**src/rtl/alu_wide_sequencer.sv**
```systemverilog
// Byte-serial driver/collector around an 8-bit ALU: wide operands in, one byte per cycle LSB first
// with chained carry, whole-word result and locally computed flags out. Optional: ALU_SEQ_FLUSH_EN.
module alu_wide_sequencer #(
    parameter int unsigned BYTES = 4
) (
    input  logic               clk,
    input  logic               rst,
`ifdef ALU_SEQ_FLUSH_EN
    input  logic               flush,
`endif
    input  logic               in_valid,
    output logic               in_ready,
    input  logic [8*BYTES-1:0] in_a,
    input  logic [8*BYTES-1:0] in_b,
    input  logic [3:0]         in_op,
    input  logic               in_cin,
    output logic               out_valid,
    input  logic               out_ready,
    output logic [8*BYTES-1:0] out_result,
    output logic               out_cout,
    output logic               out_zero,
    output logic               out_negative,
    output logic               out_overflow,
    output logic [7:0]         alu_a,
    output logic [7:0]         alu_b,
    output logic [3:0]         alu_op,
    output logic               alu_cin,
    input  logic [7:0]         alu_result,
    input  logic               alu_cout
);

    localparam int unsigned W    = 8 * BYTES;
    localparam logic [2:0]  LAST = 3'(BYTES - 1);

    typedef enum logic [1:0] {IDLE, RUN, DONE} state_t;

    state_t         state_q;
    logic [W-1:0]   a_q;
    logic [W-1:0]   b_q;
    logic [3:0]     op_q;
    logic           carry_q;
    logic [2:0]     idx_q;
    logic [W-1:0]   work_q;
    logic [W-1:0]   res_d;
    logic           out_valid_q;
    logic [W-1:0]   result_q;
    logic           cout_q;
    logic           zero_q;
    logic           neg_q;
    logic           ovf_q;

    // Bytes are gathered in work_q so out_result only changes when a full word completes.
    always_comb begin
        res_d = work_q;
        res_d[8*idx_q +: 8] = alu_result;
    end

`ifdef ALU_SEQ_FLUSH_EN
    assign in_ready = (state_q == IDLE) && !flush;
`else
    assign in_ready = (state_q == IDLE);
`endif

    always_comb begin
        alu_op  = op_q;
        alu_a   = '0;
        alu_b   = '0;
        alu_cin = 1'b0;
        if (state_q == RUN) begin
            alu_a   = a_q[8*idx_q +: 8];
            alu_b   = b_q[8*idx_q +: 8];
            alu_cin = carry_q;
        end
    end

    always_ff @(posedge clk) begin
        if (rst) begin
            state_q     <= IDLE;
            a_q         <= '0;
            b_q         <= '0;
            op_q        <= '0;
            carry_q     <= 1'b0;
            idx_q       <= '0;
            work_q      <= '0;
            out_valid_q <= 1'b0;
            result_q    <= '0;
            cout_q      <= 1'b0;
            zero_q      <= 1'b0;
            neg_q       <= 1'b0;
            ovf_q       <= 1'b0;
        end
`ifdef ALU_SEQ_FLUSH_EN
        else if (flush && state_q != IDLE) begin
            state_q     <= IDLE;
            out_valid_q <= 1'b0;
            idx_q       <= '0;
        end
`endif
        else begin
            case (state_q)
                IDLE: begin
                    if (in_valid && in_ready) begin
                        a_q     <= in_a;
                        b_q     <= in_b;
                        op_q    <= in_op;
                        carry_q <= in_cin;
                        idx_q   <= '0;
                        state_q <= RUN;
                    end
                end
                RUN: begin
                    work_q  <= res_d;
                    carry_q <= alu_cout;
                    idx_q   <= idx_q + 3'd1;
                    if (idx_q == LAST) begin
                        state_q     <= DONE;
                        out_valid_q <= 1'b1;
                        result_q    <= res_d;
                        cout_q      <= alu_cout;
                        zero_q      <= (res_d == '0);
                        neg_q       <= res_d[W-1];
                        ovf_q       <= (a_q[W-1] == b_q[W-1]) && (res_d[W-1] != a_q[W-1]);
                    end
                end
                DONE: begin
                    if (out_ready) begin
                        state_q     <= IDLE;
                        out_valid_q <= 1'b0;
                    end
                end
                default: state_q <= IDLE;
            endcase
        end
    end

    assign out_valid    = out_valid_q;
    assign out_result   = result_q;
    assign out_cout     = cout_q;
    assign out_zero     = zero_q;
    assign out_negative = neg_q;
    assign out_overflow = ovf_q;

endmodule

```
**config.mk**
```make
export PLATFORM = sky130hd
export DESIGN_NAME = alu_wide_sequencer
export DESIGN_NICKNAME = d
export VERILOG_FILES = /design/src/rtl/alu_wide_sequencer.sv
export SDC_FILE = /design/constraint.sdc
export NUM_CORES = 1
export LEC_CHECK = 0
export ABC_AREA = 0
export CORE_MARGIN = 4
export CORE_UTILIZATION = 50
export CTS_CLUSTER_SIZE = 8
export DETAILED_ROUTE_END_ITERATION = 16
export PLACE_DENSITY = 0.77
export SLEW_MARGIN = 15
export SYNTH_ARGS = -nofsm -noshare
export SYNTH_HDL_FRONTEND = slang
export SYNTH_SLANG_ARGS = --single-unit
```
**constraint.sdc**
```tcl
create_clock -name clk -period 3 [get_ports clk]
set_input_delay 0.6 -clock clk [delete_from_list [all_inputs] [get_ports clk]]
set_output_delay 0.6 -clock clk [all_outputs]
set_load 0.01 [all_outputs]
```
# Word level (Yosys, flattened, before mapping)
# Cells that the tools add are included.
# W data, S select, Z words.
# op_classes
eq_ne,8
add_sub_neg,2
n_shift,4
mux,15
reduce_logical,11
# ops
operator,n
$shiftx A32 B7 Y8,2
$neg A6 Y34,1
$shift A8 B34 Y32 const A,1
$shiftx A8 B34 Y32,1
$bwmux W32,1
$logic_not A32 Y1,1
$mux W8,2
$mux W2,3
$pmux W2 S3,1
$pmux W3 S2,1
$reduce_and A2 Y1,3
$reduce_and A3 Y1,2
$mux W1,4
$ne A2 B1 Y1 const B,2
$pmux W1 S2,2
$reduce_bool A2 Y1,2
$add A3 B1 Y3 const B,1
$eq A3 B2 Y1 const B,1
$mux W3,1
$eq A2 B1 Y1 const B,1
$eq A2 B2 Y1 const B,1
$logic_and A1 B1 Y1,2
$logic_not A2 Y1,1
$ne A2 B2 Y1 const B,1
2 further kinds,2
# word_totals
register_bits,143
wordCells,53
out_inout_bits,59
inputBits,82

# Longest topological paths before layout
# Gate-level depths: netlist of the first run.
# logic_depth
word_depth,5
mapped_depth,11
mapped_depth_nobuf,8

# Least setup slack after synthesis of the first run
# OpenSTA, ideal clock, no wires.
# synth_path
path_type,register to register
from,reg idx_q[1]
to,reg zero_q (netlist: out_zero)
slack_ns,0.358
t_arrival_ns,2.555
required_time_ns,2.913
setup_time_ns,0.087
path_buffers,3
path_stages_with_launch,12
synth_period_minus_slack_ns,2.642
path_cell_list,dfxtp_1 > buf_2 > clkbuf_1 > inv_1 > ha_1 > ha_1 > nor4_1 > nand3_1 > buf_2 > mux2i_1 > nand4_1 > o31ai_1
# synth_via
elab_chain_cells,4
elab_cells_between_ends,7
classes_between,add/sub: 1; eq/ne: 1; shift: 2; mux: 1; reduce/logical: 2
# synth_rtl
element,line_no,rtl
"start, declared",42,logic [2:0] idx_q;
"start signal, assigned",114,idx_q <= idx_q + 3'd1;
$neg A6 Y34,55,res_d[8*idx_q +: 8] = alu_result;
$shiftx A8 B34 Y32 or $shift A8 B34 Y32 (tied branches),55,
$bwmux W32,55,
$logic_not A32 Y1,120,zero_q <= (res_d == '0);
"end signal, assigned",120,
"end, declared",48,logic zero_q;
# Parallel ways exist; a longest one is shown, timed or not.
# A chain may end at the register's enable or synchronous reset.

# Final worst setup path of the first run
# layout_path
from,reg idx_q[0]
to,out alu_a[2]
# layout_via
elab_chain_cells,2
# layout_rtl
element,line_no,rtl
$shiftx A32 B7 Y8,70,alu_a = a_q[8*idx_q +: 8];
$mux W8,69,if (state_q == RUN) begin
"end, declared",24,"output logic [7:0] alu_a,"
# Every way passes these cells.

==> summary.md, run 1 <==
| Metric | Value |
|---|---|
| CTS tree | `yes` |
| Grt peak-use layer | `met2` |
| Drt drc | `0` |
| Final worst-path cycle share | `97.1%` |
| Routed WL | `16100 um` |
| Share of cells above drive strength 1 | `a little under a tenth` |
| Commonest non-fill, non-tap cell in the layout | `nand2_1` |
| Global Route met2 Usage | `roughly 40%` |
| Die extent in x | `around 120 um` |
| Number of global-route vias before repair | `roughly 5400` |
| CORE AREA | `between 10000 and 15000 um2` |
| # rows | `39` |
| Worst VDD drop | `554 uV` |
| Iter 0 DRT Violations | `between 300 and 400` |
| Final setup viols | `0` |
| Seq/Total Area, Yosys | `47.1%` |
| Crit-path max FO | `14` |
| Int Pwr | `~3.4 mW` |
| Net switching power | `around 1.0 mW` |
| Worst-Skew Late Latency | `roughly 0.41 ns` |
| Post-synth cell types | `36` |
| I/O Pins | `approximately 140` |
| Fin area | `a little over 8000 um2` |
| Initial Utilization | `51.9%` |
| GRT overflow | `0` |
| Via count | `roughly 5400` |
| Bufs and invs on worst path | `2` |
| TritonCTS Buffers | `17` |
| Synth Cell Area | `just over 6000 um2` |
| Min Tclk post-route | `between 2 and 3 ns` |
| Vias per cell | `about 5.6` |
| DIE AREA | `13900 um2` |
| Die height | `~120 um` |
| Hold slack | `0.451 ns` |
| Min-delay worst type | `flip-flop to flip-flop` |
| Arrival time of the worst setup path | `around 2.3 ns` |
| Final setup TNS | `0 ns` |
| Worst slew pin tran | `about 0.75 ns` |
| DP HPWL | `11300 um` |
| Critical Path, Cell by Cell | `buf_8, mux4_2, and3_1, clkdlybuf4s50_1` |
| Max-cap violation count | `0` |
| # hold bufs at CTS | `0` |
| H-tree depth | `4` |
| Layout Utilization | `between 60% and 70%` |
| Number of antenna-violating nets in the routed design | `0` |
| Final worst slack | `about 0.086 ns` |
| Multi-input gate area | `just under 3000 um2` |
| Relative slew slack | `between 40% and 50%` |
| Clk pwr share | `between 40% and 50%` |
| Gate Count Post-Synth | `around 700` |
| Clock-pin slew on the worst setup and hold paths | `roughly 0.060 ns` |
| Worst path slowest cell | `mux4_2` |
| CP top delay family | `buffers and inverters` |
| Fin nets | `approximately 910` |
| Final-report hold violation count | `0` |
| Net count after synthesis | `787` |
| Leak | `3.14 nW` |
| Fmax | `between 300 and 400 MHz` |
| Clk sinks | `142` |
| Number of port buffers | `140` |
| First-pass GRT wire length | `~26000 um` |
| DP Cell Count | `about 940` |
| RSZ-0062 raised after global routing | `false` |
| Logic pwr share | `between 10% and 20%` |
| GP Congestion | `~0.85` |
| Most frequent cells in the layout | `nand2_1, dfxtp_1, clkdlybuf4s50_1` |
| Power Total | `4.48 mW` |
| Clock buffer depth | `2` |
| WL/cell | `16.6 um` |
| DP Worst Slack | `0.444 ns` |
| Ant diodes | `0` |
| Largest net degree at the start of global routing | `72` |
| Startpoint Class | `flip-flop` |
| Worst Skew | `0.00388 ns` |
| Met3 usage | `6.97%` |
| Max incr delay on CP | `0.52 ns` |
| Initial antenna violation count | `0` |
| Yosys warning count | `0` |
| PD cells | `554 nW/um2` |
| Register bit count reported by yosys | `between 100 and 150` |
| Layout area overhead | `34.3%` |
| Net Sw Frac | `a little under a quarter` |
| Syn avg cell area | `8.60 um2` |
| WS Path Type | `flip-flop to output port` |
| M1 GR Usage | `between 20 and 30%` |
| Fillers | `~910` |
| Seq pwr share | `44.6%` |
| Finished Layout Cells | `roughly 1000` |
| Total track usage | `between 20% and 30%` |
| Root Buffer | `clkbuf_16` |
| Critical path data required time | `around 2.4 ns` |
| Status | `finished, final reports clean` |
| First-pass DRT Iterations | `5` |
| Placed Instance Area | `between 7000 and 8000 um2` |
| Element type at the critical path end | `output port` |
| Pins Over Slew Limit | `0` |
| FF/Latch Area | `between 2000 and 3000 um2` |
final cells by class:
class,instances,share of cell area (%)
tap,143,2.21
clock buffer,21,5.56
multi-input combinational,491,35.9
timing repair buffer,164,19.9
inverter,3,0.139
clock inverter,9,1.17
sequential,142,35.1
power by group through the flow:
stage / logic (mW) / clock network (mW) / registers [mW]
after global placement: 0.505 / 0 / 2.03
after global routing: 0.567 / 2.09 / 2.01
after CTS: 0.519 / 1.99 / 2.00
after floorplan: 0.297 / 0 / 2.03
final: 0.521 / 1.96 / 2.00
after detailed placement: 0.515 / 0 / 2.04
cell families after synthesis:
kind of cell    share of synthesized area (%)
compound gates                           13.2
mux                                      13.9
fa+ha+maj                               0.830
buf+inv                                  4.75
flops                                    47.1
simple gates                             20.1
timing repair:
action | CTS | global route
setup endpoints to repair | 0 | 8
buffers inserted | 0 | 0
resized for setup | 0 | 2
worst register-to-register path: cells and delay by family (launching register included):
kind	cells	cell delay (ns)
and+or+nand+nor	3	1.30
adders and majority gates	2	0.45
buffers and inverters	2	0.33
AOI/OAI and AO/OA	1	0.16
DFF	1	0.33
registers in the layout, indices dropped and copies added (netlist names):
name	flops
out_zero	1
out_overflow	1
idx_q	3
carry_q	1
alu_op	4
out_cout	1
b_q	32
a_q	32
work_q	32
state_q	2
out_valid	1
out_result	32
Yosys cell counts:
cell type / n / area, um2
nand2_1: 161 / 604
dfxtp_1: 142 / 2840
a21oi_1: 91 / 455
nor2_1: 64 / 240
mux2i_1: 48 / 480
clkbuf_1: 47 / 176
a211oi_1: 33 / 248
and3_1: 18 / 113
buf_2: 16 / 80.1
mux4_2: 16 / 360
nand3_1: 11 / 55.1
o21ai_0: 10 / 50.1
nor4_1: 7 / 43.8
nor3_1: 6 / 30.0
ha_1: 4 / 50.1
nand2b_1: 3 / 18.8
and2_1: 2 / 12.5
inv_1: 2 / 7.51
nand4_1: 2 / 12.5
o31ai_1: 2 / 15.0
a22o_1: 1 / 8.76
a311oi_1: 1 / 8.76
a31oi_1: 1 / 6.26
and2_0: 1 / 6.26
buf_4: 1 / 7.51
buf_6: 1 / 11.3
inv_2: 1 / 3.75
nand3b_1: 1 / 7.51
nand4b_1: 1 / 8.76
nor2b_1: 1 / 6.26
nor4b_1: 1 / 8.76
nor4b_4: 1 / 23.8
nor4bb_1: 1 / 10.0
o22ai_1: 1 / 6.26
or2_2: 1 / 6.26
or3_1: 1 / 6.26
final timing paths:
kind | endpoint | slack, ns | cells after the start | startpoint
worst max-delay path | alu_a[2] | 0.09 | 4 | idx_q[0]$_SDFFE_PP0P_
worst min-delay path | b_q[15]$_SDFFE_PP0P_ | 0.45 | 2 | b_q[15]$_SDFFE_PP0P_
worst max register to register | work_q[10]$_SDFFE_PP0P_ | 0.36 | 8 | idx_q[1]$_SDFFE_PP0P_
worst min register to register | b_q[15]$_SDFFE_PP0P_ | 0.45 | 2 | b_q[15]$_SDFFE_PP0P_
metal layers:
layer / share of wire (%) / wire (um) / vias to the layer above
li1: - / - / 2655
met1: 41 / 6550 / 2550
met2: 50 / 8110 / 180
met3: 7.4 / 1200 / 21
met4: 1.7 / 274 / 0
met5: 0 / 0 / -
Power figures use the tool's default switching activity.
==> inputs of run 2 (changes only) <==
--- a/config.mk
+++ b/config.mk
@@ -6,12 +6,12 @@
 export NUM_CORES = 1
 export LEC_CHECK = 0
 export ABC_AREA = 0
+export CAP_MARGIN = 20
 export CORE_MARGIN = 4
 export CORE_UTILIZATION = 50
 export CTS_CLUSTER_SIZE = 8
 export DETAILED_ROUTE_END_ITERATION = 16
 export PLACE_DENSITY = 0.77
-export SLEW_MARGIN = 15
 export SYNTH_ARGS = -nofsm -noshare
 export SYNTH_HDL_FRONTEND = slang
 export SYNTH_SLANG_ARGS = --single-unit
==> results of run 2 <==
Same layout as run 1: the final DEF is identical, and so are final timing and power.
